### src/rtl/monitor_view_ctrl.sv
// monitor_view_ctrl: debounced-button register viewer with manual/auto view rotation and freeze snapshot
module monitor_view_ctrl #(
  parameter int DEBOUNCE_CYCLES = 500000,
  parameter int ROTATE_CYCLES = 100000000
) (
  input  logic        clk,
  input  logic        reset,
  input  logic [3:0]  btn_n,
  input  logic [15:0] PC_reg,
  input  logic [7:0]  A_reg,
  input  logic [7:0]  X_reg,
  input  logic [7:0]  Y_reg,
  output logic [15:0] display_value,
  output logic [1:0]  view_sel,
  output logic        auto_on,
  output logic        frozen
);
  localparam int DW = $clog2(DEBOUNCE_CYCLES);
  localparam int RW = $clog2(ROTATE_CYCLES);
  localparam logic [DW-1:0] DB_MAX = DW'(DEBOUNCE_CYCLES - 1);
  localparam logic [RW-1:0] RT_MAX = RW'(ROTATE_CYCLES - 1);
  typedef enum logic {MANUAL, AUTO} mode_t;
  mode_t mode, mode_nx;
  logic [3:0] sync1, sync2, deb, deb_d, press;
  logic [DW-1:0] db_cnt [4];
  logic [RW-1:0] rot_cnt;
  logic [15:0] snap_pc, live_val, snap_val;
  logic [7:0] snap_a, snap_x, snap_y;
  logic [1:0] stepped;
  logic step, rot_hit;
  // two-flop synchronizer, released (1) out of reset
  always_ff @(posedge clk) begin
    if (!reset) begin
      sync1 <= 4'hF;
      sync2 <= 4'hF;
    end else begin
      sync1 <= btn_n;
      sync2 <= sync1;
    end
  end
  // per-bit debounce: accept a new level after DEBOUNCE_CYCLES consecutive differing samples
  always_ff @(posedge clk) begin
    if (!reset) begin
      deb <= 4'hF;
      deb_d <= 4'hF;
      for (int i = 0; i < 4; i++) db_cnt[i] <= '0;
    end else begin
      deb_d <= deb;
      for (int i = 0; i < 4; i++)
        if (sync2[i] == deb[i]) db_cnt[i] <= '0;
        else if (db_cnt[i] == DB_MAX) begin
          deb[i] <= sync2[i];
          db_cnt[i] <= '0;
        end else db_cnt[i] <= db_cnt[i] + 1'b1;
    end
  end
  // press pulses, next view/mode and display source selection
  always_comb begin
    press = deb_d & ~deb;
    step = press[0] ^ press[1];
    stepped = press[0] ? view_sel + 2'd1 : view_sel - 2'd1;
    rot_hit = mode == AUTO && rot_cnt == RT_MAX && !press[3];
    mode_nx = press[3] ? (mode == AUTO ? MANUAL : AUTO) : mode;
    live_val = view_sel == 2'd0 ? PC_reg :
               {8'h00, view_sel == 2'd1 ? A_reg : view_sel == 2'd2 ? X_reg : Y_reg};
    snap_val = view_sel == 2'd0 ? snap_pc :
               {8'h00, view_sel == 2'd1 ? snap_a : view_sel == 2'd2 ? snap_x : snap_y};
  end
  // mode FSM, view selection, rotation timer, freeze snapshot and display register
  always_ff @(posedge clk) begin
    if (!reset) begin
      mode <= MANUAL;
      auto_on <= 1'b0;
      view_sel <= 2'd0;
      rot_cnt <= '0;
      frozen <= 1'b0;
      snap_pc <= 16'h0000;
      snap_a <= 8'h00;
      snap_x <= 8'h00;
      snap_y <= 8'h00;
      display_value <= 16'h0000;
    end else begin
      mode <= mode_nx;
      auto_on <= mode_nx == AUTO;
      view_sel <= step ? stepped : rot_hit ? view_sel + 2'd1 : view_sel;
      rot_cnt <= (mode_nx == MANUAL || press[3] || step || rot_hit) ? '0 : rot_cnt + 1'b1;
      frozen <= frozen ^ press[2];
      if (press[2] && !frozen) begin
        snap_pc <= PC_reg;
        snap_a <= A_reg;
        snap_x <= X_reg;
        snap_y <= Y_reg;
      end
      display_value <= frozen ? snap_val : live_val;
    end
  end
endmodule

### config.mk
export PLATFORM = sky130hd
export DESIGN_NAME = monitor_view_ctrl
export DESIGN_NICKNAME = d
export VERILOG_FILES = /design/src/rtl/monitor_view_ctrl.sv
export SDC_FILE = /design/constraint.sdc
export NUM_CORES = 1
export LEC_CHECK = 0
export ABC_AREA = 1
export CAP_MARGIN = 10
export CORE_MARGIN = 8
export CORE_UTILIZATION = 35
export CTS_CLUSTER_DIAMETER = 60
export CTS_CLUSTER_SIZE = 30
export DETAILED_ROUTE_END_ITERATION = 16
export PLACE_DENSITY_LB_ADDON = 0.3
export SYNTH_ARGS = -nofsm -noshare
export SYNTH_HDL_FRONTEND = slang
export SYNTH_SLANG_ARGS = --single-unit
### constraint.sdc
create_clock -name clk -period 2 [get_ports clk]
set_input_delay 0.3 -clock clk [delete_from_list [all_inputs] [get_ports clk]]
set_output_delay 0.3 -clock clk [all_outputs]
set_load 0.05 [all_outputs]
## After elaboration in Yosys (flattened, before gate mapping)

Memories as Yosys holds them, arrays and structs flattened.
Cells that the tools add are included.

- RAM bits: 76
- Flip-flop bits (word level): 103
- Memories kept: 1
- Output and inout bits: 20
- Input port bits: 46
- Word-level logic and storage cells: 141

- Add/subtract/negate cells: 7
- Eq/ne operators: 11
- Reduce and logical (&&, ||, !) cells: 15
- Multiplexer cells: 69
- Bitwise operators: 22

Memories:

| memory | words | bits a word | read ports | clocked after memory_dff | wr ports | line | RTL |
|---|---|---|---|---|---|---|---|
| db_cnt | 4 | 19 | 4 | 0 | 4 | 25 | `logic [DW-1:0] db_cnt [4];` |

Operator list:

| cell | number |
|---|---|
| 19-bit 2-to-1 mux | 12 |
| 19-bit by 1-bit adder with 19-bit output (second input constant) | 4 |
| 19-bit == test (second input constant) | 4 |
| 16-bit 2-to-1 mux | 3 |
| 1-bit 2-to-1 mux | 47 |
| 8-bit 2-to-1 mux | 4 |
| 27-bit by 1-bit adder with 27-bit output (second input constant) | 1 |
| 27-bit == test (second input constant) | 1 |
| 1-bit OR | 12 |
| 2-bit AND reduction | 4 |
| 2-bit 2-to-1 mux | 3 |
| 1-bit NOT | 6 |
| 4-bit bitwise AND | 1 |
| 1-bit == test | 4 |
| 4-bit NOT | 1 |
| 1-bit logical AND | 3 |
| 1-bit logical OR | 3 |
| 2-bit by 1-bit adder with 2-bit output (second input constant) | 1 |
| 2-bit by 1-bit == test with 1-bit output (second input constant) | 1 |
| 2-bit == test (second input constant) | 1 |
| 1-bit logical NOT | 2 |
| 2-bit logical NOT | 1 |
| 2-bit nonzero test | 1 |
| 2-bit OR reduction | 1 |
| 2 further kinds | 3 |

## Depth between registers and ports, before layout

Gate-level depths: netlist (run 1).

- Word-level depth: 8
- Mapped depth: 11
- Gate-level depth less buffers: 11

## Least setup slack after synthesis (run 1)

No wires, ideal clock.

- Kind: reg2reg
- Start: register view_sel[0]
- End: register display_value[6]
- Path buffers: 2
- Cell stages (with the launch flop): 9
- Path slack: 142 ps
- Setup time: 132 ps
- Clock period less this slack: 1858 ps
- Arrival time: 1726 ps
- Required time: 1868 ps
- Cell sequence: dfxtp_1 inv_1 ha_1 buf_2 inv_1 buf_2 nand3_1 o211ai_1 a21oi_1

- Longest elaborated chain between the ends: 5
- Elaborated cells on any way between the ends: 10
- Classes of those cells: eq/ne (2); mux (7); reduce/logical (1)

Ends and longest elaborated chain:

| item | line | RTL |
|---|---|---|
| from (decl) | 14 | `output logic [1:0] view_sel,` |
| from (signal assigned) | 85 | `view_sel <= step ? stepped : rot_hit ? view_sel + 2'd1 : view_sel;` |
| 2-bit == test | 65, 67 |  |
| 8-bit 2-to-1 mux, on equally long branches (2 in series) | 65, 67 |  |
| 16-bit 2-to-1 mux, on equally long branches | 64, 66 |  |
| 16-bit 2-to-1 mux * | 94 | `display_value <= frozen ? snap_val : live_val;` |
| to (signal assigned) | 94 |  |
| to (decl) | 13 | `output logic [15:0] display_value,` |

Every way passes the cells marked *; elsewhere a longest branch is shown, timed or not.
A chain may end at the register's enable or synchronous reset.

==> results of run 1 <==
[worst paths after layout]
path / startpoint / end / slack [ns] / depth (start not counted)
worst max-delay path: mode$_SDFF_PN0_ / auto_on / 0.08 / 1
worst min-delay path: reset / deb[2]$_SDFFE_PN1P_ / 0.31 / 3
worst max register to register: db_cnt[3][0]$_SDFFCE_PN0P_ / db_cnt[3][10]$_SDFFCE_PN0P_ / 0.24 / 9
worst min register to register: sync1[3]$_SDFF_PN1_ / sync2[3]$_SDFF_PN1_ / 0.41 / 1
[Yosys cell counts (5+ instances only)]
cell,number
nand2_1,247
nor2_1,220
inv_1,132
dfxtp_1,103
o21ai_0,81
edfxtp_1,76
a21oi_1,66
nand3_1,58
nor3_1,33
xor2_1,28
nand4_1,23
clkbuf_1,21
or2_2,19
xnor2_1,13
ha_1,10
buf_2,8
nand3b_1,8
o211ai_1,8
nand2_2,6
nor3b_1,6
nor2_2,5
nor2_4,5
[cells in the final DEF, fill, tap and decap left out, types with 10 or more instances in the layout]
cell type / netlist / layout
a21oi_1: 66 / 66
buf_4: 3 / 11
clkbuf_16: 0 / 17
clkdlybuf4s50_1: 0 / 63
conb_1: 1 / 76
dfxtp_1: 103 / 103
edfxtp_1: 76 / 76
ha_1: 10 / 10
inv_1: 132 / 132
nand2_1: 247 / 247
nand3_1: 58 / 58
nand4_1: 23 / 23
nor2_1: 220 / 220
nor3_1: 33 / 33
o21ai_0: 81 / 81
or2_2: 19 / 19
xnor2_1: 13 / 13
xor2_1: 28 / 28
[final cells by class]
| type | instances | area [um^2] |
|---|---|---|
| well taps | 335 | 419 |
| repair buffers | 78 | 778 |
| clock inverters | 12 | 109 |
| clock buffers | 20 | 467 |
| fillers | 2643 | 14900 |
| inverters | 134 | 503 |
| multi-input cells | 926 | 4430 |
| flip-flops and latches | 179 | 4340 |
[worst min-delay path: cells and delay by family]
family / cells / cell delay (ns)
buf+inv: 2 / 0.33
simple gates: 1 / 0.08
[power by group through the flow]
| stage | clock network (uW) | logic [uW] | registers (uW) |
|---|---|---|---|
| 5_1_grt | 3500 | 505 | 3980 |
| 3_3_place_gp | 0 | 448 | 4050 |
| 2_1_floorplan | 0 | 200 | 4090 |
| 3_5_place_dp | 0 | 448 | 4050 |
| 6_report | 3270 | 452 | 3970 |
| 4_1_cts | 3370 | 451 | 3970 |
[per-stage QoR]
| step | area, um^2 | cells |
|---|---|---|
| 4_1_cts | 11000 | 1684 |
| 3_5_place_dp | 10500 | 1652 |
| 6_report | 11100 | 1684 |
| 2_1_floorplan | 9440 | 1274 |
| 3_3_place_gp | 10500 | 1652 |
| 5_1_grt | 11100 | 1684 |
[cell families after synthesis]
family,count (synthesis)
DFF,179
buffers and inverters,169
adders and majority gates,10
other,1
xor gates and xnor gates,42
AOI/OAI and AO/OA,159
and+or+nand+nor,639
[registers in the layout, summed over array words and instances (netlist names)]
name / flops
display_value: 16
snap_y: 8
deb: 4
rot_cnt: 27
sync1: 4
deb_d: 4
snap_x: 8
frozen: 1
snap_pc: 16
view_sel: 2
db_cnt: 76
snap_a: 8
sync2: 4
mode: 1
[metal layers]
layer  track usage  wire length [um]
met5             0                 0
met4        0.0399               230
met3        0.0319               844
met2         0.211              9100
met1         0.164              9670
[timing repair]
action | 4_1_cts | 5_1_grt
endpoints found under the setup margin | 0 | 4
gates resized for setup | 0 | 2
endpoints found under the hold margin | 0 | 0
buffers inserted | 0 | 0
==> results_dict.tcl, run 1 <==
set metrics [dict create \
    status "finished clean" \
    async_flop_share 0 \
    antenna_left 0 \
    synth_seq_cells 179 \
    fin_tns_setup_ns 0 \
    n_antenna_cell 0 \
    cts_hold_buf 0 \
    htree_num_levels 4 \
    vias_per_cell 4.61 \
    synth_top_family_by_area "simple AND/OR/NAND/NOR gates" \
    required_ns 1.70 \
    dp_hpwl_um 14400 \
    max_freq_mhz 520 \
    insertion_delay_ns 0.43 \
    layout-drive-gt1-share 0.0689 \
    crit_path_end_kind "output pin" \
    fin_crit_sh 0.961 \
    whs_ns 0.314 \
    synthMuxAreaShare 0 \
    drt_pre_antenna_iters 5 \
    synth_compound_area_frac 0.0897 \
    port_buffers 65 \
    grt_pass1_wl_um 33500 \
    die_height_um 178 \
    io_pins 66 \
    gr-total-overflow 0 \
    synth_cells 1199 \
    final_util 0.426 \
    cts_tree "built" \
    maxCapViolCount 0 \
    coreArea_um2 25900 \
    min_path_type "input pin to register" \
    grt_max_degree 39 \
    synthDistinctLibCells 39 \
    swShare 0.243 \
    grt_pass1_vias 7191 \
    nNetsFinal 1392 \
    wl_per_cell_um 11.8 \
    arrival_ns 1.62 \
    synth.area.top_cells "edfxtp_1, dfxtp_1, nand2_1, nor2_1, inv_1" \
    yosysTopAreaCellShare 0.249 \
    pwr_density_cell_nw_per_um2 696 \
    cts.clk_slew.worst_paths_ns 0.07 \
    antenna_found_initial 0 \
    dieArea_um2 31600 \
    yosysTopAreaCell "edfxtp_1" \
    setup_viol_count_final 0 \
    fin_ws_ns 0.0777 \
    p_total_uw 7690 \
    synth_edf_count 76 \
    synthAdderAreaFrac 0.0137 \
    crit_type "register to output pin" \
    cp_max_fo 3 \
    p_int_uw 5820 \
    tightestPinTransition_ns 0.724 \
    worst-path-buf-inv 1 \
    cts_sinks 179 \
    synth-simple-area-share 0.307 \
    drv_slew 0 \
    initial_utilization 0.354 \
    crit_path_top_delay_cell "clkdlybuf4s50_1" \
    setup.worst_path.start_class "register" \
    cts_root_buf "clkbuf_16" \
    irDropWorstVdd_mv 0.536 \
    grt_usage 0.129 \
    path_cells "clkdlybuf4s50_1" \
    rsz0062_at_grt "false" \
    cts_max_path_buffers 2 \
    cts_buffers 17 \
    place.gp.congestion 0.852 \
    drt-initial-drc-count 543 \
    seqPwrFrac 0.516 \
    synth-main-ff-cell "dfxtp_1" \
    switchingPower_uw 1870 \
    p_comb_frac 0.059 \
    ys_seq_area_frac 0.474 \
    p_clk_frac 0.426 \
    period_needed_ns 1.92 \
    p_leak_uw 0.00436 \
    syn_to_final_growth_pct 20.6 \
    drc 0 \
    dieWidth_um 178 \
    routed-via-count 7755 \
    wirelength_um 19800 \
    synth_xor_area_frac 0.0410 \
    final_hold_viol_count 0 \
    dp_slack_ns 0.184 \
    avgSynthCellArea_um2 7.64 \
    path_delay_family "buffers and inverters" \
    rows 59 \
    cp_slowest_stage_delay_ns 0.82 \
    slew_headroom 0.517 \
    netlist_area_um2 9160 \
    synth-warning-count 0 \
    skew_ns 0.0146 \
]
No activity file was read; power rests on OpenSTA's default activity.
==> run 2, diff against run 1 <==
CELL_PAD_IN_SITES_DETAIL_PLACEMENT = 0   (was default)
CELL_PAD_IN_SITES_GLOBAL_PLACEMENT = 2   (was default)
CTS_BUF_LIST = sky130_fd_sc_hd__clkbuf_2 sky130_fd_sc_hd__clkbuf_4 sky130_fd_sc_hd__clkbuf_8   (was default)
==> run 2 against run 1 <==
  * Wire length increased by 7.4%
  * Total power decreased by 9.9%
  * Fmax increased by 0.23%
  * Register-to-register slack got worse by 0.03 ns
  * Combinational power increased by 0.9%
  * Flip-flop and latch count unchanged
  * Count of clock-buffer cells in the layout decreased by 3
  * Global-route usage increased by 1.1 points
  * Sequential power about the same
  * Clock power decreased by 23%
  * Non-clock buffer count increased by 1
  * Worst setup slack improved by 0.0044 ns
  * Largest cell class unchanged
==> results_dict.tcl, run 2 (same netlist as run 1, synthesis figures left out) <==
set metrics [dict create \
    reg_top3 "db_cnt (76), rot_cnt (27)" \
    n_antenna_cell 0 \
    layout_common_cells "nand2_1, nor2_1, inv_1, dfxtp_1, o21ai_0" \
    grt_pass1_wl_um 36000 \
    insertion_delay_ns 0.47 \
    antenna_found_initial 1 \
    reg2reg_depth 5 \
    cts_root_buf "clkbuf_8" \
    antenna_left 0 \
    place.gp.congestion 0.784 \
    cts_buffers 17 \
    initial_utilization 0.354 \
    rows 59 \
    die_height_um 178 \
    vias_per_cell 4.49 \
    nNetsFinal 1393 \
    max_freq_mhz 521 \
    drt_pre_antenna_iters 7 \
    layout-drive-gt1-share 0.0696 \
    drt-initial-drc-count 423 \
    cts_max_path_buffers 2 \
    dieWidth_um 178 \
    syn_to_final_growth_pct 18.6 \
    finalNonFillerCells 1685 \
    drc 0 \
    required_ns 1.70 \
    dieArea_um2 31600 \
    layout_commonest_cell "nand2_1" \
    coreArea_um2 25900 \
    cp_slowest_stage_delay_ns 0.81 \
    cts.clk_slew.worst_paths_ns 0.10 \
    grt_pass1_vias 7296 \
    arrival_ns 1.62 \
    dp_hpwl_um 15500 \
    wirelength_um 21300 \
    fin_tns_setup_ns 0 \
    cts_tree "built" \
    path_delay_family "buffers and inverters" \
    multi_input_comb_area_um2 4430 \
    placed_cells 1653 \
    period_needed_ns 1.92 \
    cts_sinks 179 \
    crit_path_top_delay_cell "clkdlybuf4s50_1" \
    final_hold_viol_count 0 \
    holdPathStages 2 \
    drv_slew 0 \
    crit_cells 1 \
    maxCapViolCount 0 \
    rsz0062_at_grt "false" \
    slew_headroom 0.534 \
    irDropWorstVdd_mv 0.452 \
    cp_max_fo 1 \
    min_path_type "input pin to register" \
    io_pins 66 \
    crit_path_end_kind "output pin" \
    grt_max_degree 50 \
    largest_reg_flops 76 \
    pwr_density_cell_nw_per_um2 638 \
    worst-path-buf-inv 1 \
    setup_viol_count_final 0 \
    skew_ns 0.0198 \
    fin_crit_sh 0.959 \
    port_buffers 65 \
    crit_type "register to output pin" \
    largest_register "db_cnt" \
    grt_usage 0.140 \
    p_leak_uw 0.00430 \
    routed-via-count 7566 \
    path_cells "clkdlybuf4s50_1" \
    status "finished clean" \
    tightestPinTransition_ns 0.698 \
    n_fill_cell 2658 \
    wl_per_cell_um 12.6 \
    htree_num_levels 4 \
    gr-total-overflow 0 \
    seq_area_um2 4340 \
    setup.worst_path.start_class "register" \
]
-- run 2: cell types whose count changed in the layout (fill, tap and decap cells not counted) --
cell,change
buf_4,+1
bufinv_8,+1
clkbuf_16,-17
clkbuf_8,+14
clkdlybuf4s50_1,-4
clkinv_8,+2
clkinvlp_4,-1
dlygate4sd2_1,+4
inv_4,+1
inv_6,+1
inv_8,-1
-- run 2: layout make-up --
cell class / instances / share of cell area
clock inverter: 15 / 0.0143
multi-input combinational: 926 / 0.408
sequential: 179 / 0.400
tap: 335 / 0.0386
timing repair buffer: 79 / 0.0718
clock buffer: 17 / 0.0215
inverter: 134 / 0.0463
-- run 2: final timing paths --
path	from	endpoint	slack, ns
worst max-delay path	display_value[0]$_SDFF_PN0_	display_value[0]	0.08
worst min-delay path	reset	deb[2]$_SDFFE_PN1P_	0.17
worst max register to register	db_cnt[2][2]$_SDFFCE_PN0P_	db_cnt[2][13]$_SDFFCE_PN0P_	0.21
worst min register to register	sync1[2]$_SDFF_PN1_	sync2[2]$_SDFF_PN1_	0.42
-- run 2: worst register-to-register path, delay by kind of cell (launching register included) --
family	cells	cell delay, ns
simple gates	4	0.97
flops	1	0.42
compound gates	1	0.23
-- run 2: power breakdown --
part / total (uW) / internal (uW) / switching [uW]
clock: 2510 / 986 / 1530
combinational: 456 / 189 / 267
sequential: 3960 / 3890 / 71.9
total: 6930 / 5070 / 1860
-- run 2: metrics by stage --
step	hold slack [ns]	area, um^2	setup WS [ns]	power [uW]	utilization
2_1_floorplan	0.393	9440	0.142	4290	-
3_3_place_gp	0.394	10500	0.178	4510	0.404
3_5_place_dp	0.398	10500	0.157	4510	0.404
4_1_cts	0.149	10900	0.0332	7040	0.419
5_1_grt	0.153	10900	0.000746	7240	0.419
6_report	0.166	10900	0.0821	6930	0.419
-- run 2: per-layer routing --
layer | share of wire | global-route usage | up-vias
met5 | 0.00052 | 0 | -
met4 | 0.0060 | 0.0264 | 2
met3 | 0.056 | 0.0404 | 9
met2 | 0.44 | 0.219 | 131
met1 | 0.50 | 0.190 | 3339
li1 | - | - | 4085
-- run 2: timing repair --
| action | CTS | global route |
|---|---|---|
| setup endpoints to repair | 4 | 3 |
| setup buffers | 0 | 0 |
| hold buffers | 0 | 0 |
| gates resized for setup | 4 | 2 |
==> run 3, diff against run 2 <==
CORE_UTILIZATION = 36   (was 35)
MAX_ROUTING_LAYER = met4   (was default)
==> run 3 against run 2 <==
  * Sequential power barely moved
  * Largest cell class unchanged
  * Critical endpoint is now display_value[2]
  * Critical path depth did not move
  * Critical path type unchanged
  * Highest routed layer is now met4
  * Wire length barely moved
  * Die area is 2.5% lower
  * Design area is 0.21% higher
==> results_dict.tcl, run 3 (same netlist as run 1, synthesis figures left out) <==
set metrics [dict create \
    grt_pass1_wl_um 35700 \
    antenna_left 0 \
    io_pins 66 \
    p_comb_frac 0.065 \
    largest_register "db_cnt" \
    pwr_density_cell_nw_per_um2 648 \
    switchingPower_uw 1730 \
    grt_usage 0.145 \
    arrival_ns 1.62 \
    crit_path_top_delay_cell "clkdlybuf4s50_1" \
    status "finished clean" \
    dp_hpwl_um 15600 \
    maxCapViolCount 0 \
    coreArea_um2 25100 \
    final_util 0.434 \
    irDropWorstVdd_mv 0.303 \
    setup_viol_count_final 0 \
    period_needed_ns 1.92 \
    slew_headroom 0.468 \
    wl_per_cell_um 12.7 \
    grt_pass1_vias 7370 \
    n_fill_cell 2655 \
    htree_num_levels 4 \
    insertion_delay_ns 0.45 \
    port_buffers 65 \
    worst-path-buf-inv 1 \
    grt_max_degree 50 \
    path_cells "clkdlybuf4s50_1" \
    dieArea_um2 30800 \
    rows 58 \
    place.gp.congestion 0.780 \
    wirelength_um 21300 \
    crit_path_end_kind "output pin" \
    swShare 0.244 \
    layout_common_cells "nand2_1, nor2_1, inv_1, dfxtp_1, o21ai_0" \
    cts_max_path_buffers 2 \
    rsz0062_at_grt "false" \
    seqPwrFrac 0.562 \
    antenna_found_initial 0 \
    layout-drive-gt1-share 0.0711 \
    cp_slowest_stage_delay_ns 0.83 \
    vias_per_cell 4.49 \
    cts_sinks 179 \
    reg_top3 "db_cnt (76), rot_cnt (27)" \
    cts_buffers 17 \
    drc 0 \
    dieWidth_um 176 \
    nNetsFinal 1394 \
    p_int_uw 5330 \
    fin_tns_setup_ns 0 \
    setup.worst_path.start_class "register" \
    initial_utilization 0.365 \
    drv_slew 0 \
    cp_max_fo 1 \
    min_path_type "input pin to register" \
    cts.clk_slew.worst_paths_ns 0.10 \
    seq_area_um2 4340 \
    layout_commonest_cell "nand2_1" \
    p_clk_frac 0.374 \
    crit_type "register to output pin" \
    multi_input_comb_area_um2 4430 \
    max_freq_mhz 521 \
    gr-total-overflow 0 \
    fin_crit_sh 0.960 \
    cts_hold_buf 0 \
    cts_root_buf "clkbuf_8" \
    tightestPinTransition_ns 0.796 \
    n_antenna_cell 0 \
    cts_tree "built" \
    drt-initial-drc-count 447 \
    routed-via-count 7541 \
    p_leak_uw 0.00431 \
    drt_pre_antenna_iters 5 \
    required_ns 1.70 \
    final_hold_viol_count 0 \
    path_delay_family "buffers and inverters" \
    syn_to_final_growth_pct 18.9 \
    largest_reg_flops 76 \
    die_height_um 176 \
    skew_ns 0.0157 \
]
## run 3: changes by cell type in the layout (fill, tap and decap cells not counted), sizes merged
cell           previous run  this run
inv                     143       140
clkinv                    4         5
clkdlybuf4s50            59        60
bufinv                    1         3
dlygate4sd2               4         3
buf                      16        17
## run 3: final timing paths
path | start | endpoint | slack [ns] | cells after the start
setup / recovery | display_value[2]$_SDFF_PN0_ | display_value[2] | 0.08 | 1
hold / removal | reset | deb_d[0]$_SDFF_PN1_ | 0.18 | 2
setup reg to reg | db_cnt[1][0]$_SDFFCE_PN0P_ | db_cnt[1][16]$_SDFFCE_PN0P_ | 0.15 | 8
hold reg to reg | sync1[3]$_SDFF_PN1_ | sync2[3]$_SDFF_PN1_ | 0.42 | 1
## run 3: per-layer routing
layer | vias to the layer above | wire length, um | GRT usage
met2 | 92 | 9430 | 0.223
met1 | 3371 | 11000 | 0.193
met3 | 11 | 761 | 0.0311
met4 | 0 | 114 | 0.0304
met5 | - | 0 | -
li1 | 4067 | - | -
## run 3: power by group through the flow
stage	clock, uW	combinational, uW	sequential [uW]
floorplan	0	200	4090
global placement	0	456	4050
detailed placement	0	454	4050
CTS	2740	456	3970
global route	2870	511	3980
finish	2640	457	3960
## run 3: through the flow
stage / instance area [um^2] / worst slack (ns) / hold slack [ns] / total power (uW) / std cells
final: 10900 / 0.0804 / 0.178 / 7060 / 1681
after global routing: 10900 / 0.00658 / 0.147 / 7370 / 1681
after CTS: 10900 / 0.0352 / 0.155 / 7170 / 1680
after detailed placement: 10500 / 0.143 / 0.400 / 4500 / 1648
after global placement: 10500 / 0.171 / 0.396 / 4500 / 1648
after floorplan: 9440 / 0.142 / 0.393 / 4290 / 1274
## run 3: cell type report
cell class | count | area share
clock buffer | 17 | 0.0215
clock inverter | 15 | 0.0163
inverter | 134 | 0.0462
multi-input combinational | 926 | 0.407
sequential | 179 | 0.399
tap | 330 | 0.0379
timing repair buffer | 80 | 0.0725
## run 3: timing repair
action / CTS / global route
cloned: 0 / 0
hold endpoints to repair: 0 / 0
setup endpoints to repair: 3 / 13
gates resized for setup: 3 / 2
pin swaps: 0 / 0
setup buffers: 0 / 1
